**config.mk**
```make
export PLATFORM = sky130hd
export DESIGN_NAME = cla_pipe_adder
export DESIGN_NICKNAME = d
export VERILOG_FILES = /design/src/rtl/cla_pkg.sv /design/src/rtl/cla_grp4.sv /design/src/rtl/cla_pipe_adder.sv
export SDC_FILE = /design/constraint.sdc
export NUM_CORES = 1
export LEC_CHECK = 0
export ABC_AREA = 1
export CAP_MARGIN = 15
export CORE_MARGIN = 1.5
export CORE_UTILIZATION = 45
export DETAILED_ROUTE_END_ITERATION = 8
export GPL_TIMING_DRIVEN = 1
export PLACE_DENSITY = 0.79
export SLEW_MARGIN = 20
export SYNTH_ARGS = -nofsm -noshare
export SYNTH_HDL_FRONTEND = slang
export SYNTH_SLANG_ARGS = --single-unit
```
**constraint.sdc**
```tcl
create_clock -name clk -period 5.9 [get_ports clk]
set_input_delay 1.77 -clock clk [delete_from_list [all_inputs] [get_ports clk]]
set_output_delay 1.77 -clock clk [all_outputs]
set_load 0.1 [all_outputs]
```
**src/rtl/cla_pkg.sv**
```systemverilog
// Shared constants, group propagate/generate pair and depth helper for the
// pipelined carry-lookahead adder.
package cla_pkg;

    localparam int GRP_W = 4;

    typedef struct packed {
        logic p;
        logic g;
    } pg_t;

    function automatic int nseg(input int width, input int seg_w);
        return width / seg_w;
    endfunction

endpackage

```
**src/rtl/cla_grp4.sv**
```systemverilog
// 4-bit carry-lookahead group: internal carries fully expanded, plus group
// propagate/generate for the next lookahead level.
module cla_grp4
    import cla_pkg::*;
(
    input  logic [GRP_W-1:0] a,
    input  logic [GRP_W-1:0] b,
    input  logic             ci,
    output logic [GRP_W-1:0] s,
    output logic             pg,
    output logic             gg
);

    logic [GRP_W-1:0] w_p;
    logic [GRP_W-1:0] w_g;
    logic [GRP_W-1:0] w_c;

    assign w_p = a ^ b;
    assign w_g = a & b;

    assign w_c[0] = ci;
    assign w_c[1] = w_g[0] | (w_p[0] & ci);
    assign w_c[2] = w_g[1] | (w_p[1] & w_g[0]) | (w_p[1] & w_p[0] & ci);
    assign w_c[3] = w_g[2] | (w_p[2] & w_g[1]) | (w_p[2] & w_p[1] & w_g[0])
                  | (w_p[2] & w_p[1] & w_p[0] & ci);

    assign s  = w_p ^ w_c;
    assign pg = &w_p;
    assign gg = w_g[3] | (w_p[3] & w_g[2]) | (w_p[3] & w_p[2] & w_g[1])
              | (w_p[3] & w_p[2] & w_p[1] & w_g[0]);

endmodule

```
**src/rtl/cla_pipe_adder.sv**
```systemverilog
// Pipelined CLA adder/subtractor: one SEG_W-bit segment resolved per stage,
// carry registered between stages, valid/ready with a single global advance.
module cla_pipe_adder
    import cla_pkg::*;
#(
    parameter int WIDTH = 32,
    parameter int SEG_W = 8
) (
    input  logic             clk,
    input  logic             rst_n,
    input  logic             in_valid,
    output logic             in_ready,
    input  logic [WIDTH-1:0] a,
    input  logic [WIDTH-1:0] b,
    input  logic             cin,
    input  logic             sub,
    output logic             out_valid,
    input  logic             out_ready,
    output logic [WIDTH-1:0] sum,
    output logic             cout,
    output logic             ovf,
    output logic             zero
);

    localparam int NSEG = nseg(WIDTH, SEG_W);
    localparam int NGRP = SEG_W / GRP_W;

    if ((WIDTH % SEG_W) != 0 || (SEG_W % GRP_W) != 0) begin : g_param_chk
        $error("cla_pipe_adder: WIDTH must be a multiple of SEG_W, SEG_W a multiple of 4");
    end

    logic             w_adv;
    logic [WIDTH-1:0] w_bx;
    logic             w_c0;

    assign w_bx     = sub ? ~b : b;
    assign w_c0     = sub | cin;
    assign w_adv    = !out_valid || out_ready;
    assign in_ready = w_adv;

    for (genvar k = 0; k < NSEG; k++) begin : g_stg
        localparam int LO = k * SEG_W;
        localparam int HI = LO + SEG_W;

        // Operand bits not yet consumed, this segment in the low SEG_W bits.
        logic [WIDTH-LO-1:0] w_ain, w_bin;
        logic [SEG_W-1:0]    w_a, w_b, w_s;
        logic                w_ci, w_vin;
        logic [HI-1:0]       w_sum;
        pg_t  [NGRP-1:0]     w_pg;
        logic [NGRP:0]       w_gc;
        logic [HI-1:0]       r_sum;
        logic                r_co, r_vld;

        if (k == 0) begin : g_first
            assign w_ain = a;
            assign w_bin = w_bx;
            assign w_ci  = w_c0;
            assign w_vin = in_valid;
            assign w_sum = w_s;
        end else begin : g_next
            assign w_ain = g_stg[k-1].g_op.r_a;
            assign w_bin = g_stg[k-1].g_op.r_b;
            assign w_ci  = g_stg[k-1].r_co;
            assign w_vin = g_stg[k-1].r_vld;
            assign w_sum = {w_s, g_stg[k-1].r_sum};
        end

        assign w_a = w_ain[SEG_W-1:0];
        assign w_b = w_bin[SEG_W-1:0];

        for (genvar j = 0; j < NGRP; j++) begin : g_grp
            cla_grp4 u_grp (
                .a  (w_a[j*GRP_W +: GRP_W]),
                .b  (w_b[j*GRP_W +: GRP_W]),
                .ci (w_gc[j]),
                .s  (w_s[j*GRP_W +: GRP_W]),
                .pg (w_pg[j].p),
                .gg (w_pg[j].g)
            );
        end

        // Each group carry is a flat sum-of-products over the group P/G terms.
        always_comb begin : p_la
            logic t;
            t    = 1'b0;
            w_gc = '0;
            for (int j = 0; j <= NGRP; j++) begin
                t = w_ci;
                for (int m = 0; m < j; m++) t = t & w_pg[m].p;
                w_gc[j] = t;
                for (int i = 0; i < j; i++) begin
                    t = w_pg[i].g;
                    for (int m = i + 1; m < j; m++) t = t & w_pg[m].p;
                    w_gc[j] = w_gc[j] | t;
                end
            end
        end

        always_ff @(posedge clk or negedge rst_n) begin
            if (!rst_n) begin
                r_sum <= '0;
                r_co  <= 1'b0;
                r_vld <= 1'b0;
            end else if (w_adv) begin
                r_sum <= w_sum;
                r_co  <= w_gc[NGRP];
                r_vld <= w_vin;
            end
        end

        if (k < NSEG - 1) begin : g_op
            logic [WIDTH-HI-1:0] r_a, r_b;
            always_ff @(posedge clk or negedge rst_n) begin
                if (!rst_n) begin
                    r_a <= '0;
                    r_b <= '0;
                end else if (w_adv) begin
                    r_a <= w_ain[WIDTH-LO-1:SEG_W];
                    r_b <= w_bin[WIDTH-LO-1:SEG_W];
                end
            end
        end else begin : g_last
            logic r_ovf, r_zero;
            always_ff @(posedge clk or negedge rst_n) begin
                if (!rst_n) begin
                    r_ovf  <= 1'b0;
                    r_zero <= 1'b0;
                end else if (w_adv) begin
                    r_ovf  <= (w_a[SEG_W-1] == w_b[SEG_W-1]) && (w_s[SEG_W-1] != w_a[SEG_W-1]);
                    r_zero <= (w_sum == '0);
                end
            end
        end
    end

    assign out_valid = g_stg[NSEG-1].r_vld;
    assign sum       = g_stg[NSEG-1].r_sum;
    assign cout      = g_stg[NSEG-1].r_co;
    assign ovf       = g_stg[NSEG-1].g_last.r_ovf;
    assign zero      = g_stg[NSEG-1].g_last.r_zero;

endmodule
```
==> out/summary.txt <==
Root Buffer Master: clkbuf_16
critical path class: in -> out
post-synth top area share: 52.9%
Die X: 143 µm
total global-route track usage: 18.5%
crit path DAT: 2610 ps
clock transition at the registers of the reported paths: 70 ps
clock sinks: 186
ANT cells: 0
HPWL after detailed placement: 12200 µm
layout cells sized above 1: 5.39%
asr flop ratio synth: 100%
Worst Hold Class: reg -> reg
Detailed Route Iter0 Violations: 352
Post-Syn Instances: 996
final core occ: 55.3%
post-synthesis area per instance: 8.84 µm²
Initial Utilization: 46.5%
pwr dens: 592 nW/µm²
Slew headroom: 31.5%
initial antenna violation count: 0
Area Overhead vs Synth: 19.1%
FF-to-FF path depth: 7
Tcrit/Tclk final: 74.3%
RSZ-0062 raised after global routing: no
GRT met1 Usage: 24.1%
Pre-antenna DRT Iters: 4
H-tree depth: 4
Setup Fix Bufs, Post-CTS: 0
Post-CTS Resized: 0
Pins Over Slew Limit: 0
Peak VDD IR: 0.279 mV
CTS tree: done
Worst Setup End Kind: primary output
Worst Path Required: 4130 ps
mean number of vias per cell: 4.79
Setup TNS: 0 ps
via count: 6486
Leakage Power: 5.21 nW
number of primary I/O pins: 107
Final setup violation count: 0
met3 GRT Util: 3.69%
outcome: finished clean
Routed Antenna Nets: 0
RD Place Congestion: 0.852
worst setup path end: in_ready
top cells by count, synth: 388 x nand2_1, 186 x dfrtp_1, 102 x o21ai_0
fmax: 228 MHz
grt peak-use layer: met2
synth unique cells: 35
Inserted Clock Buffers: 17
Tmin final: 4380 ps
Rows: 50
later-pin clock latency in the skew report: 440 ps
global-route wire length before repair: 29700 µm
Max Cap Viol: 0
Reg2Reg Setup Slack: 3130 ps
worst slew pin tran: 1020 ps
Synth area leader: dfrtp_1
sequential share of the synthesized area: 52.9%
yosys warns: 0
Post-Place Cells: 1323
clk buf depth: 2
Core Box Area: 19000 µm²
GR Overflow Total: 0
GRT met2 Usage: 30.6%
Residual DRC: 0
FF+latch count, synth: 186
Synthesized Nets: 1106
top cells by area, synth: dfrtp_1 53%, nand2_1 17%, o21ai_0 5.8%, ha_1 4.5%, inv_1 3.5%
Fin. Hold Viols: 0
Worst R2R End: g_stg[0].g_op.r_b[8]
routed wire length: 17500 µm
Die Height: 143 µm
critical path startpoint: out_ready
CP Max Fanout: 2
CTS Hold Bufs: 0
Post-synth EDFFs: 0
Final Skew: 8.95 ps
PortBufs: 106
count leader, synth: nand2_1
Primary FF master, synth: dfrtp_1
Reg2Reg Launch Point: out_valid
type of origin of the critical path: input pin
Post-Syn Area: 8810 µm²
nets: 1192
pin count of the biggest net entering global routing: 151
number of global-route vias before repair: 6246
fin cells: 1355
DR WL/cell: 12.9 µm
die area: 20400 µm²
==> critical path, cell delays in order <==
cell and delay, ps:
clkdlybuf4s50_1 410, or2_4 270, buf_12 170
==> registers in the layout, indices dropped and copies added, names as in the netlist <==
| register | cells |
|---|---|
| g_stg.g_op.r_a | 48 |
| g_stg.g_op.r_b | 48 |
| g_stg.r_sum | 48 |
| sum | 32 |
| g_stg.r_co | 3 |
| g_stg.r_vld | 3 |
| cout | 1 |
| out_valid | 1 |
| ovf | 1 |
| zero | 1 |
==> final cells by class <==
cell class              count  area, µm²
multi-input cells         682       3500
fillers                  1650       8470
inverters                  83        317
well taps                 260        325
repair buffers            112       1130
clock buffers              19        443
clock inverters            13        120
flip-flops and latches    186       4650
==> kinds of logic (layout without fill, tap and decap cells) <==
logic type | Yosys count | after routing | share of synthesized area (%)
AOI/OAI and AO/OA | 139 | 139 | 8.47
xor gates and xnor gates | 40 | 40 | 3.98
adders and majority gates | 40 | 40 | 6.37
buffers and inverters | 128 | 227 | 7.46
DFF | 186 | 186 | 52.9
and+or+nand+nor | 463 | 463 | 20.9
==> where the power goes <==
part | total [mW] | internal (mW) | switching, mW
logic | 2.93 | 0.892 | 2.04
registers | 2.19 | 1.84 | 0.344
clock network | 1.09 | 0.596 | 0.494
==> cells in the final DEF, fill, tap and decap left out, types with 13 or more instances in the layout <==
master             n
nand2_1          388
nand3_1           24
clkbuf_16         17
dfrtp_1          186
o21ai_0          102
xor2_1            24
clkdlybuf4s50_1  103
xnor2_1           16
a21oi_1           13
inv_1             82
nor2_1            27
ha_1              32
==> worst min-delay path by stage <==
stage	start	endpoint	slack, ps	cells after the start
after floorplan	g_stg[2].r_vld	out_valid	420	2
after global placement	g_stg[2].r_vld	out_valid	430	2
after detailed placement	g_stg[2].r_vld	out_valid	440	2
after CTS	g_stg[2].r_vld	out_valid	460	2
after global routing	g_stg[2].r_vld	out_valid	480	2
final	g_stg[2].r_vld	out_valid	450	2
==> per-layer routing <==
metal	part of all wire (%)	vias to the layer above
met3	3.6	26
met2	49	129
met1	45	3031
met5	0	-
met4	2.3	0
li1	-	3300
==> through the flow <==
step	setup slack [ps]	power [mW]	instance area [µm²]	hold WS, ps
floorplan	1530	4.45	8810	420
global placement	1370	5.04	9920	431
detailed placement	1330	5.15	9920	439
CTS	1510	6.26	10500	455
global route	1490	6.66	10500	477
finish	1520	6.20	10500	454
No activity file was read; power rests on OpenSTA's default activity.
